**src/rtl/wave_gen_if.sv**
```systemverilog
// wave_gen_if: runtime configuration inputs and waveform outputs of wave_gen.
// cyc_cnt exists only when WAVE_GEN_CYCLE_CNT_EN is defined.
interface wave_gen_if #(parameter int DW = 10, parameter int CW = 8);
    logic          en;
    logic [1:0]    mode;
    logic [DW-1:0] peak;
    logic [DW-1:0] step;
    logic [CW-1:0] dwell;
    logic [DW-1:0] d_out;
    logic [1:0]    phase;
    logic          wrap;
`ifdef WAVE_GEN_CYCLE_CNT_EN
    logic [15:0]   cyc_cnt;
    modport master (output en, mode, peak, step, dwell, input d_out, phase, wrap, cyc_cnt);
    modport slave  (input en, mode, peak, step, dwell, output d_out, phase, wrap, cyc_cnt);
`else
    modport master (output en, mode, peak, step, dwell, input d_out, phase, wrap);
    modport slave  (input en, mode, peak, step, dwell, output d_out, phase, wrap);
`endif
endinterface

```
**src/rtl/wave_gen.sv**
```systemverilog
// wave_gen: periodic triangle/trapezoid, sawtooth or square generator with per-period config shadowing.
// Optional WAVE_GEN_CYCLE_CNT_EN adds a 16-bit period counter cyc_cnt.
module wave_gen #(parameter int DW = 10, parameter int CW = 8) (
    input logic       clk,
    input logic       res,
    wave_gen_if.slave bus
);
    typedef enum logic [1:0] {RISE, HOLD_HI, FALL, HOLD_LO} state_t;
    state_t        state, state_n;
    logic [DW-1:0] d_reg, d_n, sh_peak, sh_step, peak_c, step_c;
    logic [CW-1:0] con, con_n, sh_dwell, dwell_c;
    logic [1:0]    sh_mode, mode_c;
    logic          loaded, wrap_reg, wrap_n, reload, square, ramp_fall;
    logic [DW:0]   stp, sum;
    // Until the first enabled clock has captured the shadow, the ports drive the math directly.
    assign mode_c    = loaded ? sh_mode  : bus.mode;
    assign peak_c    = loaded ? sh_peak  : bus.peak;
    assign step_c    = loaded ? sh_step  : bus.step;
    assign dwell_c   = loaded ? sh_dwell : bus.dwell;
    assign stp       = (step_c == '0) ? {{DW{1'b0}}, 1'b1} : {1'b0, step_c};
    assign sum       = {1'b0, d_reg} + stp;
    assign square    = mode_c == 2'd2;
    // Modes 0 and 3 (equal bits) both ramp down; sawtooth and square drop in one clock.
    assign ramp_fall = mode_c[0] == mode_c[1];
    always_comb begin
        state_n = state;
        d_n     = d_reg;
        con_n   = con;
        wrap_n  = 1'b0;
        reload  = 1'b0;
        case (state)
            RISE:
                if (!square && sum < {1'b0, peak_c}) d_n = sum[DW-1:0];
                else begin
                    d_n     = peak_c;
                    state_n = HOLD_HI;
                end
            HOLD_HI:
                if (con == dwell_c) begin
                    con_n   = '0;
                    state_n = FALL;
                end else con_n = con + 1'b1;
            FALL:
                if (ramp_fall && {1'b0, d_reg} > stp) d_n = d_reg - stp[DW-1:0];
                else begin
                    d_n     = '0;
                    state_n = HOLD_LO;
                end
            HOLD_LO:
                if (con == dwell_c) begin
                    con_n   = '0;
                    state_n = RISE;
                    wrap_n  = 1'b1;
                    reload  = 1'b1;
                end else con_n = con + 1'b1;
        endcase
    end
    always_ff @(posedge clk or negedge res) begin
        if (!res) begin
            state    <= RISE;
            d_reg    <= '0;
            con      <= '0;
            wrap_reg <= 1'b0;
            loaded   <= 1'b0;
            sh_mode  <= '0;
            sh_peak  <= '0;
            sh_step  <= '0;
            sh_dwell <= '0;
        end else if (bus.en) begin
            state    <= state_n;
            d_reg    <= d_n;
            con      <= con_n;
            wrap_reg <= wrap_n;
            if (!loaded || reload) begin
                loaded   <= 1'b1;
                sh_mode  <= bus.mode;
                sh_peak  <= bus.peak;
                sh_step  <= bus.step;
                sh_dwell <= bus.dwell;
            end
        end else wrap_reg <= 1'b0;
    end
`ifdef WAVE_GEN_CYCLE_CNT_EN
    logic [15:0] cyc_reg;
    always_ff @(posedge clk or negedge res) begin
        if (!res) cyc_reg <= '0;
        else if (bus.en && wrap_n) cyc_reg <= cyc_reg + 16'd1;
    end
    assign bus.cyc_cnt = cyc_reg;
`endif
    assign bus.d_out = d_reg;
    assign bus.phase = state;
    assign bus.wrap  = wrap_reg;
endmodule

```
**src/flat_wrapper.sv**
```systemverilog
// flat-port wrapper written by rule: the top's interface ports become plain ports
module wave_gen_flat 
#(parameter int DW = 10, parameter int CW = 8)
  (clk, res, bus_en, bus_mode, bus_peak, bus_step, bus_dwell, bus_d_out, bus_phase, bus_wrap);
  wave_gen_if #(.DW(DW), .CW(CW)) bus_i ();
  input logic clk;
  input logic res;
  input wire logic [$bits(bus_i.en)-1:0] bus_en;
  input wire logic [$bits(bus_i.mode)-1:0] bus_mode;
  input wire logic [$bits(bus_i.peak)-1:0] bus_peak;
  input wire logic [$bits(bus_i.step)-1:0] bus_step;
  input wire logic [$bits(bus_i.dwell)-1:0] bus_dwell;
  output wire logic [$bits(bus_i.d_out)-1:0] bus_d_out;
  output wire logic [$bits(bus_i.phase)-1:0] bus_phase;
  output wire logic [$bits(bus_i.wrap)-1:0] bus_wrap;
  assign bus_i.en = bus_en;
  assign bus_i.mode = bus_mode;
  assign bus_i.peak = bus_peak;
  assign bus_i.step = bus_step;
  assign bus_i.dwell = bus_dwell;
  assign bus_d_out = bus_i.d_out;
  assign bus_phase = bus_i.phase;
  assign bus_wrap = bus_i.wrap;
  wave_gen #(.DW(DW), .CW(CW)) u_core (.clk(clk), .res(res), .bus(bus_i));
endmodule
```
**config.mk**
```make
export PLATFORM = sky130hd
export DESIGN_NAME = wave_gen_flat
export DESIGN_NICKNAME = d
export VERILOG_FILES = /design/src/rtl/wave_gen_if.sv /design/src/rtl/wave_gen.sv /design/src/flat_wrapper.sv
export SDC_FILE = /design/constraint.sdc
export NUM_CORES = 1
export LEC_CHECK = 0
export ABC_AREA = 1
export CORE_MARGIN = 8
export CORE_UTILIZATION = 35
export DETAILED_ROUTE_END_ITERATION = 16
export SYNTH_ARGS = -nofsm -noshare
export SYNTH_HDL_FRONTEND = slang
export SYNTH_SLANG_ARGS = --single-unit
```
**constraint.sdc**
```tcl
create_clock -name clk -period 4.58 [get_ports clk]
set_input_delay 0.458 -clock clk [delete_from_list [all_inputs] [get_ports clk]]
set_output_delay 0.458 -clock clk [all_outputs]
set_load 0.02 [all_outputs]
```
==> metrics.md, run 1 <==
| Metric | Value |
|---|---|
| #FFs+latches synth | 52 |
| Synth Flop Type | dfrtp_1 |
| Layout cell share with drive strength beyond 1 | 0.0450 |
| Post-synth top area share | 0.319 |
| Inserted Diodes | 0 |
| GR Util All Layers | 0.150 |
| Clk slew on worst S/H paths | 70 ps |
| Post-synth EDFFs | 0 |
| Post-synthesis cell area | 4080 um^2 |
| Post-CTS Hold Fix Bufs | 0 |
| Routability cong. | 0.892 |
| WP depth | 26 |
| Fin. Hold Viols | 0 |
| Reg-to-reg setup timing slack | 500 ps |
| CP dominant cell by count | nand2_1 |
| Core Rows | 39 |
| TritonCTS clock tree | done |
| Seq/Total Area, Yosys | 0.319 |
| Vias per cell | 4.87 |
| Setup CP Type | input port to flip-flop |
| Dpl cells | 780 |
| Most common cell in the netlist | nand2_1 |
| Max cap viols | 0 |
| Fin cells | 788 |
| Layout filler cell count | roughly 1,200 |
| Die Y | roughly 120 um |
| ANT nets after route | 0 |
| Worst path bufs/invs | 6 |
| Slowest cell on the critical path | clkdlybuf4s50_1 |
| IO buf count | 45 |
| Post-Route WL | between 10,000 and 15,000 um |
| Syn avg cell area | just under 7 um^2 |
| Root buf cell | clkbuf_16 |
| FFs w/ async S/R, synth | 1.00 |
| Post-Synth XOR/XNOR Area | 0.0472 |
| Critical path startpoint category | input port |
| CTS Buf Count | 5 |
| First-pass GRT wire length | 18,300 um |
| CP peak stage delay | 420 ps |
| TritonRoute pass-1 iters | 5 |
| RR Startpoint | u_core.loaded$_DFFE_PN0P_ |
| RSZ-0062 raised after global routing | false |
| Sink Count | between 50 and 60 |
| CORE AREA | 11,400 um^2 |
| Total grt overflow | 0 |
| Synth area leaders | dfrtp_1 (32%), nand2_1 (14%), ha_1 (11%), inv_1 (9.1%), nand3_1 (7.0%) |
| Final Skew | 6.73 ps |
| Clock Tree Buf Depth | 2 |
| Final Cycle Share | 0.897 |
| CP Capture Type | flip-flop |
| Status | complete, no violations |
| Peak Freq | between 200 and 250 MHz |
| Area share of fa/ha/maj cells after synthesis | 0.120 |
| Sequential cell area | 1300 um^2 |
| Initial antenna violation count | 0 |
| Pwr Density | just over 600 nW/um^2 |
| Slew headroom | 0.336 |
| Drt initial violations | approximately 270 |
| # setup viols final | 0 |
| Footprint of the multi-input gates | 2300 um^2 |
| Worst Hold Class | input port to asynchronous set/reset pin |
| Largest family of logic cells by synthesized area | simple AND/OR/NAND/NOR gates |
| Die ar. | between 15,000 and 20,000 um^2 |
| Worst Path Arrival | roughly 4300 ps |
| Slew @ Worst Pin | 992 ps |
| DRC errors left | 0 |
| Post-Synth Simple-Gate Area | 0.270 |
| Hold WS | 292 ps |
| Synth Net Count | 672 |
| Crit path required time | between 4000 and 5000 ps |
| Mux contribution to synthesized area | 0 |
| Starting Density | 0.357 |
| Clock latency on the worst-skew pair | slightly below 300 ps |
| Pins Over Slew Limit | 0 |
| Total number of yosys warnings | 0 |
| FF-to-FF path depth | 25 |
| WL/cell | 14.0 um |
| I/O pin cnt | 46 |
| End point of the critical path | u_core.bus.phase[1]$_DFFE_PN0P_ |
| Area grow syn2layout | 19.3% |
| Vias in the first global route | roughly 3,700 |
| Post-DP HPWL | just under 9000 um |
| Largest net degree at the start of global routing | 53 |
| Die Width | 124 um |
| CP delay by family, top | simple AND/OR/NAND/NOR gates |
| Synth cell types | 30 |
| Peak supply drop | 0.000205 V |
| Leakage | 2.49 nW |
| Worst r2r dst | u_core.bus.phase[1]$_DFFE_PN0P_ |
| H-tree depth | 2 |
| Post-synthesis compound-gate area fraction | 0.123 |
| Final #Nets | 715 |
| Critical path fanouts, max | 7 |
| Min cycle time layout | 4110 ps |
| Post-synth top cells | nand2_1 (156), inv_1 (99), nand3_1 (57) |
| Synth Instances | approximately 600 |
| Pwr Total | 2.96 mW |
| Area leader, netlist | dfrtp_1 |
| DR vias | 3,836 |
| CP Launch Point | bus_step[8] |
| Setup TNS | 0 ps |
==> layer usage <==
metal / vias up / share of wire / GRT usage
met5: - / 0 / 0
met1: 1753 / 0.49 / 0.207
met2: 90 / 0.44 / 0.233
met4: 0 / 0.022 / 0.0528
li1: 1979 / - / -
met3: 14 / 0.050 / 0.0249
==> worst min-delay path by stage <==
stage / start / end / slack, ps / cells past startpoint
final: res / u_core.bus.d_out[4]$_DFFE_PN0P_ / 290 / 2
after global routing: res / u_core.bus.d_out[4]$_DFFE_PN0P_ / 360 / 2
after CTS: res / u_core.sh_step[5]$_DFFE_PN0P_ / 340 / 2
after detailed placement: u_core.sh_step[9]$_DFFE_PN0P_ / u_core.sh_step[9]$_DFFE_PN0P_ / 500 / 2
after global placement: u_core.sh_step[2]$_DFFE_PN0P_ / u_core.sh_step[2]$_DFFE_PN0P_ / 490 / 2
after floorplan: res / u_core.bus.d_out[0]$_DFFE_PN0P_ / 160 / 0
==> timing repair <==
item	CTS	global route
setup endpoints to repair	0	12
resized for setup	0	5
setup buffers	0	0
endpoints found under the hold margin	0	0
==> stage by stage <==
| step | instance area (um^2) | utilization | setup WS [ps] |
|---|---|---|---|
| global route | 4870 | 0.426 | 27.8 |
| finish | 4870 | 0.426 | 473 |
| global placement | 4700 | 0.412 | 131 |
| detailed placement | 4700 | 0.412 | -48.9 |
| floorplan | 4080 | - | 509 |
| CTS | 4850 | 0.424 | 154 |
==> cell type report <==
type                       count  area share
clock buffer                   8      0.0301
inverter                     102      0.0787
multi-input combinational    424       0.473
sequential                    52       0.268
tap                          143      0.0368
timing repair buffer          59       0.114
==> cells by family after synthesis <==
logic type               after synthesis
adder cells (fa/ha/maj)               38
flip-flops                            52
AO/OA/AOI/OAI                         98
XOR/XNOR                              22
AND/OR/NAND/NOR                      266
buffers and inverters                125
==> power by group <==
part           total (mW)  switching (mW)  internal (mW)
clock network       0.384           0.165          0.219
registers           0.739           0.129          0.610
logic                1.84            1.13          0.712
==> cell usage in the layout, fill, tap and decap left out, types with 4 or more instances in the layout <==
| cell | synthesis | layout |
|---|---|---|
| nand3_1 | 57 | 57 |
| nand4_1 | 4 | 4 |
| a21oi_1 | 30 | 30 |
| xor2_1 | 21 | 21 |
| nand2_1 | 156 | 155 |
| o21ai_0 | 39 | 39 |
| inv_1 | 99 | 99 |
| buf_4 | 3 | 13 |
| dfrtp_1 | 52 | 51 |
| nor2_1 | 39 | 39 |
| ha_1 | 36 | 36 |
| o21ai_1 | 24 | 24 |
| clkbuf_16 | 0 | 5 |
| nor3_1 | 5 | 5 |
| clkdlybuf4s50_1 | 0 | 44 |
Note: power is estimated with default switching activity, not from simulation.
==> run 2: changes to the inputs <==
--- a/config.mk
+++ b/config.mk
@@ -6,6 +6,7 @@
 export NUM_CORES = 1
 export LEC_CHECK = 0
 export ABC_AREA = 1
+export CAP_MARGIN = 20
 export CORE_MARGIN = 8
 export CORE_UTILIZATION = 35
 export DETAILED_ROUTE_END_ITERATION = 16
==> results of run 2 <==
No change in the layout: final DEF, timing and power equal those of run 1.
